File: src/rtl/game_sequencer.sv
// game_sequencer: Pong game-flow controller.
//
// Sequences the idle, serve, play and win phases, keeps both players' scores
// and drives the 2-bit game_state bus read by the pixel renderer. It also
// tells the ball/paddle logic when to re-centre the ball, which way to serve
// and when motion is frozen. Every output is registered.
//
// Parameters:
//   WIN_SCORE    points needed to win (1..15)
//   SERVE_FRAMES frames the ball is held centred before each serve (1..255)
//   WIN_FRAMES   frames the win screen is held before returning to idle (1..255)
//
// Ports:
//   clk         system/pixel clock
//   reset       synchronous, active-high reset
//   frame_tick  one-cycle pulse per video frame
//   start_btn   start button level, synchronised to clk
//   pause_btn   pause button level, synchronised (GAME_PAUSE_EN builds only)
//   miss_left   one-cycle pulse: ball passed paddle 1 (player 2 scores)
//   miss_right  one-cycle pulse: ball passed paddle 2 (player 1 scores)
//   game_state  00 idle, 01 play/serve, 10 P1 wins, 11 P2 wins
//   score1      player 1 score
//   score2      player 2 score
//   freeze      1 = ball and paddle motion halted
//   ball_reset  one-cycle pulse: re-centre ball
//   serve_dir   0 = serve toward player 1 (left), 1 = toward player 2 (right)
//
// Build option:
//   GAME_PAUSE_EN  adds pause_btn and a PAUSED state; a rising edge of
//                  pause_btn toggles pause during SERVE or PLAY.

module game_sequencer #(
   parameter int WIN_SCORE    = 9,
   parameter int SERVE_FRAMES = 60,
   parameter int WIN_FRAMES   = 180
) (
   input  logic       clk,
   input  logic       reset,
   input  logic       frame_tick,
   input  logic       start_btn,
`ifdef GAME_PAUSE_EN
   input  logic       pause_btn,
`endif
   input  logic       miss_left,
   input  logic       miss_right,
   output logic [1:0] game_state,
   output logic [3:0] score1,
   output logic [3:0] score2,
   output logic       freeze,
   output logic       ball_reset,
   output logic       serve_dir
);

   typedef enum logic [2:0] {
      IDLE,
      SERVE,
      PLAY,
      P1_WIN,
      P2_WIN
`ifdef GAME_PAUSE_EN
      , PAUSED
`endif
   } state_t;

   state_t     state;
   logic [7:0] counter;
   logic       start_btn_q;
   logic       start_rise;
   logic [8:0] counter_inc;
   logic       serve_done;
   logic       win_done;
   logic [3:0] score1_inc;
   logic [3:0] score2_inc;

`ifdef GAME_PAUSE_EN
   state_t     resume_state;
   logic       pause_btn_q;
   logic       pause_rise;

   assign pause_rise = pause_btn & ~pause_btn_q;
`endif

   // Edge detect on the start button and the "this tick finishes the wait"
   // compares; the counter is widened by one bit so the +1 never wraps.
   assign start_rise  = start_btn & ~start_btn_q;
   assign counter_inc = {1'b0, counter} + 9'd1;
   assign serve_done  = (counter_inc == 9'(SERVE_FRAMES));
   assign win_done    = (counter_inc == 9'(WIN_FRAMES));
   assign score1_inc  = score1 + 4'd1;
   assign score2_inc  = score2 + 4'd1;

   // Game-flow FSM. Outputs are updated alongside each state change so they
   // stay registered; ball_reset defaults low so it only ever pulses.
   always_ff @(posedge clk) begin
      if (reset) begin
         state       <= IDLE;
         game_state  <= 2'b00;
         score1      <= 4'd0;
         score2      <= 4'd0;
         freeze      <= 1'b1;
         ball_reset  <= 1'b0;
         serve_dir   <= 1'b0;
         counter     <= 8'd0;
         start_btn_q <= 1'b0;
`ifdef GAME_PAUSE_EN
         pause_btn_q  <= 1'b0;
         resume_state <= IDLE;
`endif
      end else begin
         start_btn_q <= start_btn;
         ball_reset  <= 1'b0;
`ifdef GAME_PAUSE_EN
         pause_btn_q <= pause_btn;
`endif
         case (state)
            IDLE: begin
               game_state <= 2'b00;
               freeze     <= 1'b1;
               if (start_rise) begin
                  score1     <= 4'd0;
                  score2     <= 4'd0;
                  serve_dir  <= 1'b0;
                  ball_reset <= 1'b1;
                  counter    <= 8'd0;
                  state      <= SERVE;
                  game_state <= 2'b01;
               end
            end

            SERVE: begin
`ifdef GAME_PAUSE_EN
               if (pause_rise) begin
                  resume_state <= SERVE;
                  state        <= PAUSED;
               end else
`endif
               if (frame_tick) begin
                  if (serve_done) begin
                     state   <= PLAY;
                     freeze  <= 1'b0;
                     counter <= 8'd0;
                  end else begin
                     counter <= counter_inc[7:0];
                  end
               end
            end

            PLAY: begin
`ifdef GAME_PAUSE_EN
               if (pause_rise) begin
                  resume_state <= PLAY;
                  state        <= PAUSED;
                  freeze       <= 1'b1;
               end else
`endif
               // Simultaneous misses cancel out; the loser receives the serve.
               if (miss_right && !miss_left) begin
                  score1    <= score1_inc;
                  serve_dir <= 1'b1;
                  freeze    <= 1'b1;
                  counter   <= 8'd0;
                  if (score1_inc == 4'(WIN_SCORE)) begin
                     state      <= P1_WIN;
                     game_state <= 2'b10;
                  end else begin
                     state      <= SERVE;
                     ball_reset <= 1'b1;
                  end
               end else if (miss_left && !miss_right) begin
                  score2    <= score2_inc;
                  serve_dir <= 1'b0;
                  freeze    <= 1'b1;
                  counter   <= 8'd0;
                  if (score2_inc == 4'(WIN_SCORE)) begin
                     state      <= P2_WIN;
                     game_state <= 2'b11;
                  end else begin
                     state      <= SERVE;
                     ball_reset <= 1'b1;
                  end
               end
            end

            P1_WIN, P2_WIN: begin
               // Start press cuts the win screen short and beats a same-cycle tick.
               if (start_rise) begin
                  state      <= IDLE;
                  game_state <= 2'b00;
                  counter    <= 8'd0;
               end else if (frame_tick) begin
                  if (win_done) begin
                     state      <= IDLE;
                     game_state <= 2'b00;
                     counter    <= 8'd0;
                  end else begin
                     counter <= counter_inc[7:0];
                  end
               end
            end

`ifdef GAME_PAUSE_EN
            PAUSED: begin
               // Counter is left untouched so the serve wait resumes where it stopped.
               if (pause_rise) begin
                  state  <= resume_state;
                  freeze <= (resume_state != PLAY);
               end
            end
`endif

            default: begin
               state      <= IDLE;
               game_state <= 2'b00;
               freeze     <= 1'b1;
               counter    <= 8'd0;
            end
         endcase
      end
   end

endmodule

File: config.mk
export PLATFORM = sky130hd
export DESIGN_NAME = game_sequencer
export DESIGN_NICKNAME = d
export VERILOG_FILES = /design/src/rtl/game_sequencer.sv
export SDC_FILE = /design/constraint.sdc
export NUM_CORES = 1
export LEC_CHECK = 0
export CORE_UTILIZATION = 55
export DETAILED_ROUTE_END_ITERATION = 6
export GPL_TIMING_DRIVEN = 0
export PLACE_DENSITY = 0.77
export SLEW_MARGIN = 20
export SYNTH_ARGS = -nofsm -noshare
export SYNTH_HDL_FRONTEND = slang
export SYNTH_SLANG_ARGS = --single-unit
File: constraint.sdc
create_clock -name clk -period 2.8 [get_ports clk]
set_clock_uncertainty 0.15 [all_clocks]
set_input_delay 0.56 -clock clk [delete_from_list [all_inputs] [get_ports clk]]
set_output_delay 0.56 -clock clk [all_outputs]
set_load 0.02 [all_outputs]
==> Word-level counts from Yosys, hierarchy flattened <==
Index checks and enable logic that the tools add are counted.
Widths: inputs -> output; s select.
{ "classes": {"n_addsub": 3, "n_eq_ne": 19, "muxes": 50, "bitwise_logic": 4, "reduce_logical": 14} }
{ "ops": {"columns": ["operator", "count"], "rows": [
  ["$mux 8", 8],
  ["$pmux 8 s4", 1],
  ["$mux 3", 9],
  ["$mux 2", 8],
  ["$mux 4", 4],
  ["$pmux 4 s2", 2],
  ["$ne 3x3->1 const B", 5],
  ["$mux 1", 13],
  ["$ne 2x2->1 const B", 6],
  ["$pmux 3 s4", 1],
  ["$reduce_and 4->1", 3],
  ["$reduce_and 6->1", 2],
  ["$add 8x1->9 const B", 1],
  ["$eq 9x6->1 const B", 1],
  ["$eq 9x8->1 const B", 1],
  ["$add 4x1->4 const B", 2],
  ["$eq 4x4->1 const B", 2],
  ["$pmux 2 s4", 1],
  ["$eq 3x2->1 const B", 2],
  ["$reduce_and 3->1", 2],
  ["$pmux 1 s2", 2],
  ["$eq 3x1->1 const B", 1],
  ["$eq 3x3->1 const B", 1],
  ["$logic_not 3->1", 1],
  ["7 further kinds", 11]
]} }
{ "word_totals": {"register_bits": 25, "inputBits": 6, "out_inout_bits": 13, "elab_cells": 99} }

==> Logic depth before layout (Yosys ltp) <==
{ "depth": {"ltp_word": 6, "ltp_mapped": 9, "mapped_depth_nobuf": 8} }

==> Worst setup path before layout <==
OpenSTA, ideal clock, no wires.
{ "synth_timing": {"kind": "input -> register", "start": "input port miss_left", "end": "register state[0]", "setup_ps": 70, "arrival_time_ps": 2276, "required_ps": 2580, "path_slack_ps": 304, "cell_stages": 9, "path_buffers": 1, "path_cell_list": "inv_1 > ha_1 > nand2b_1 > o211a_1 > a211o_1 > buf_2 > nand2b_4 > or4_1 > a21oi_1"} }
{ "synth_via": {"elab_chain_len": 4, "word_cells_on_any_way": 7} }
{ "synth_rtl": {"columns": ["element", "line", "text"], "rows": [
  ["start: declaration", "44", "input logic miss_left,"],
  ["$logic_not 1->1", "157", "if (miss_right && !miss_left) begin"],
  ["$logic_and 1x1->1", "157", null],
  ["$ne 3x3->1 (no source line) / $mux 3 (equally long branches)", null, null],
  ["$reduce_and 6->1 (no source line) / $pmux 3 s4 (equally long branches)", null, null],
  ["end signal: assignment", "163", "state <= P1_WIN;"],
  ["end signal: assignment", "166", "state <= SERVE;"],
  ["end signal: assignment", "175", "state <= P2_WIN;"],
  ["end: declaration", "65", "state_t state;"]
]} }
Parallel ways exist; a longest one is shown, timed or not.
A chain may end at the register's enable or synchronous reset.

==> Worst setup path in the final report <==
{ "layout_timing": {"start": "input port miss_right", "end": "register state[0]"} }
{ "layout_via": {"elab_chain_len": 4, "word_cells_on_any_way": 7} }
{ "layout_rtl": {"columns": ["element", "line", "text"], "rows": [
  ["start: declaration", "45", "input logic miss_right,"],
  ["$logic_not 1->1", "169", "end else if (miss_left && !miss_right) begin"],
  ["$logic_and 1x1->1", "169", null],
  ["$ne 3x3->1 (no source line)", null, null],
  ["$reduce_and 6->1 (no source line)", null, null],
  ["end signal: assignment", "166", null],
  ["end signal: assignment", "175", null],
  ["end signal: assignment", "178", "state <= SERVE;"]
]} }
Parallel ways exist; a longest one is shown, timed or not.

==> impl_metrics.py <==
metrics = {
    "outcome": {
        "status": "completed",
    },
    "pwr": {
        "swShare_pct": 30.9,
        "power.density_mw_per_mm2": 378,
        "p_seq_share_pct": 53.2,
        "pwr-share-comb_pct": 21.4,
        "clkPwrFrac_pct": 25.5,
        "power_switching_uw": 216,
        "leakage_uw": 0.000667,
        "peakVddDrop_mv": 0.282,
        "intPower_uw": 482,
    },
    "detailed_routing": {
        "wl_per_cell_um": 14.5,
        "first_pass_iters": 4,
        "drt-vias-per-instance": 6.19,
        "wl_um": 3720,
        "ant_nets": 0,
        "via_count": 1584,
        "drtIter0Drc": 90,
        "drc": 0,
    },
    "die": {
        "ioPinCount": 19,
        "die_w_um": 55.8,
        "start_util_pct": 57.7,
        "row_count": 19,
        "dieArea_mm2": 0.00311,
        "die_h_um": 55.8,
        "core_area_mm2": 0.00276,
    },
    "sta": {
        "relSlewSlack_pct": 59.3,
        "layout_worst_path_cycle_share_pct": 95.0,
        "max_freq_mhz": 376,
        "setup_viol": 0,
        "min_period_ps": 2660,
        "maxSlewViolCount": 0,
        "rsz0062_at_grt": "false",
        "worstMarginPinSlew_ps": 610,
        "hold_viol_final": 0,
        "final.setup.tns_ps": 0,
    },
    "layout": {
        "multi_input_area_mm2": 0.00101,
        "regArea_um2": 500,
        "syn_to_final_growth_pct": 16.1,
        "drive_gt1_share_pct": 8.00,
        "stdcell_area_mm2": 0.00185,
        "layout.nets": 239,
        "final_cell_mix": "nor2_1, dfxtp_1, nand2_1",
        "layout_commonest_cell": "nor2_1",
        "diodes": 0,
        "nFillCells": 230,
    },
    "synthesis": {
        "synth_area_mm2": 0.00159,
        "synth_edf_count": 0,
        "synth-main-ff-cell": "dfxtp_1",
        "syn_nets": 217,
        "synthCells": 204,
        "synth_seq_cells": 25,
        "synth_cell_type_count": 51,
        "ys_seq_area_share_pct": 31.5,
        "yosysWarnings": 0,
        "avgSynthCellArea_um2": 7.80,
        "async_flop_share_pct": 0,
    },
    "setup_path": {
        "worstPathRequired_ps": 2930,
        "reg2regPathDepth": 7,
        "crit_buf_inv": 2,
        "cp-start-kind": "input port",
        "cp_cell_sequence": "clkdlybuf4s50_1 > ha_4 > nand2b_1 > o211a_1 > a211o_1 > buf_4 > nand2b_4 > or4_1 > a21oi_1",
        "crit_slowest_cell": "clkdlybuf4s50_1",
        "crit_path_end_kind": "flip-flop",
        "cp_max_fo": 10,
        "cpPeakStageDelay_ps": 520,
        "path_depth": 9,
        "criticalPathCategory": "input port to flip-flop",
        "cp.arrival_ps": 2790,
        "critical-path-top-delay-family": "simple AND/OR/NAND/NOR gates",
    },
    "clock_network": {
        "ctsHoldBuffers": 0,
        "cts-root-buf": "clkbuf_4",
        "insertion_delay_ps": 330,
        "path_clk_slew_ps": 150,
        "cts_tree": "built",
        "htreeDepth": 1,
        "cts.sinks": 25,
        "postCtsSetupBuffers": 0,
        "clock_tree.buffer_depth": 2,
        "cts_buffers": 3,
    },
    "min_path": {
        "min_path_type": "flip-flop to flip-flop",
        "whs_path_depth": 2,
    },
    "flow_run": {
        "drv_cap": 0,
    },
    "grt": {
        "grt_pass1_wl_um": 6490,
        "grt_pass1_vias": 1482,
        "grt.overflow.total": 0,
        "antenna_found_initial": 0,
        "grt_max_degree": 16,
        "track_usage_pct": 26.1,
    },
    "placed_design": {
        "hpwl_um": 2760,
        "portBuffers": 17,
        "place_congestion": 0.876,
        "post_dp_cell_area_mm2": 0.00180,
    },
}
==> routing by layer <==
layer  part of all wire [%]  global-route usage [%]  vias to the layer above
li1                       -                       -                      786
met1                     44                    31.3                      760
met2                     52                    47.5                       33
met3                    2.9                    2.33                        5
met4                    1.2                    10.7                        0
met5                      0                       0                        -
==> worst register-to-register path: stages (launching register included) <==
cell     delay (ps)
dfxtp_1         460
or3b_2          510
a21oi_2         200
o22ai_2         140
nor2_1          210
buf_4           200
nand3_1          90
a31oi_1         180
==> final timing paths <==
| kind | startpoint | end | slack (ps) |
|---|---|---|---|
| min | serve_dir | serve_dir | 350 |
| min reg2reg | serve_dir | serve_dir | 350 |
| max | miss_right | state[0] | 140 |
| max reg2reg | state[2] | counter[5] | 590 |
==> metrics by stage <==
step / utilization [%] / cells / total power [uW] / setup WS [ps] / hold slack [ps]
final: 67.0 / 256 / 697 / 139 / 350
after global routing: 67.0 / 256 / 722 / 43.1 / 378
after CTS: 66.8 / 256 / 695 / 61.9 / 351
after detailed placement: 65.2 / 252 / 521 / -368 / 324
after global placement: 65.2 / 252 / 518 / -344 / 325
after floorplan: - / 204 / 481 / 304 / 348
==> synth_stat cells (2+ instances only) <==
cell type	number	area share, %
a21oi_1	19	6.0
nand2b_1	3	1.2
o21ai_0	7	2.2
and3_1	3	1.2
nor4_1	3	1.2
a31oi_1	6	2.4
nand3b_1	5	2.4
buf_2	2	0.63
nor2_1	26	6.1
nor3_1	5	1.6
o21a_1	3	1.4
or3b_2	2	1.1
nand4b_1	3	1.7
nand2_1	21	5.0
or4_1	2	0.94
nand3_1	10	3.1
inv_1	8	1.9
dfxtp_1	25	31
clkbuf_1	6	1.4
nor4bb_1	2	1.3
buf_6	2	1.4
a22oi_1	3	1.4
mux2i_1	2	1.3
and2_1	2	0.79
o211a_1	2	1.3
ha_1	7	5.5
==> what timing repair did <==
action                                  CTS  global route
gates resized for setup                   1             3
endpoints found under the setup margin    1             1
pin swaps                                 0             1
gates cloned                              0             0
==> power groups by stage <==
| stage | logic (uW) | registers [uW] | clock network [uW] |
|---|---|---|---|
| 2_1_floorplan | 99.2 | 382 | 0 |
| 3_3_place_gp | 139 | 378 | 0 |
| 3_5_place_dp | 143 | 378 | 0 |
| 4_1_cts | 146 | 371 | 179 |
| 5_1_grt | 162 | 372 | 189 |
| 6_report | 149 | 371 | 178 |
==> flip-flops by register name (all words and copies together), names as in the netlist <==
signal / count
ball_reset: 1
counter: 8
freeze: 1
game_state: 2
score1: 4
score2: 4
serve_dir: 1
start_btn_q: 1
state: 3
==> cells by family after synthesis <==
logic type | after synthesis | synth area share, %
AND/OR/NAND/NOR | 98 | 33.8
AO/OA/AOI/OAI | 51 | 21.0
flip-flops | 25 | 31.5
buffers and inverters | 19 | 5.82
adder cells (fa/ha/maj) | 7 | 5.51
XOR/XNOR | 2 | 1.10
multiplexers | 2 | 1.26
==> cell type report <==
| class | count | share of cell area (%) |
|---|---|---|
| Timing Repair Buffer | 17 | 9.35 |
| Buffer | 11 | 3.52 |
| Multi-Input combinational cell | 160 | 54.7 |
| Clock buffer | 3 | 1.22 |
| Inverter | 8 | 1.63 |
| Sequential cell | 25 | 27.1 |
| Tap cell | 31 | 2.10 |
| Clock inverter | 1 | 0.407 |
Power figures use the tool's default switching activity.
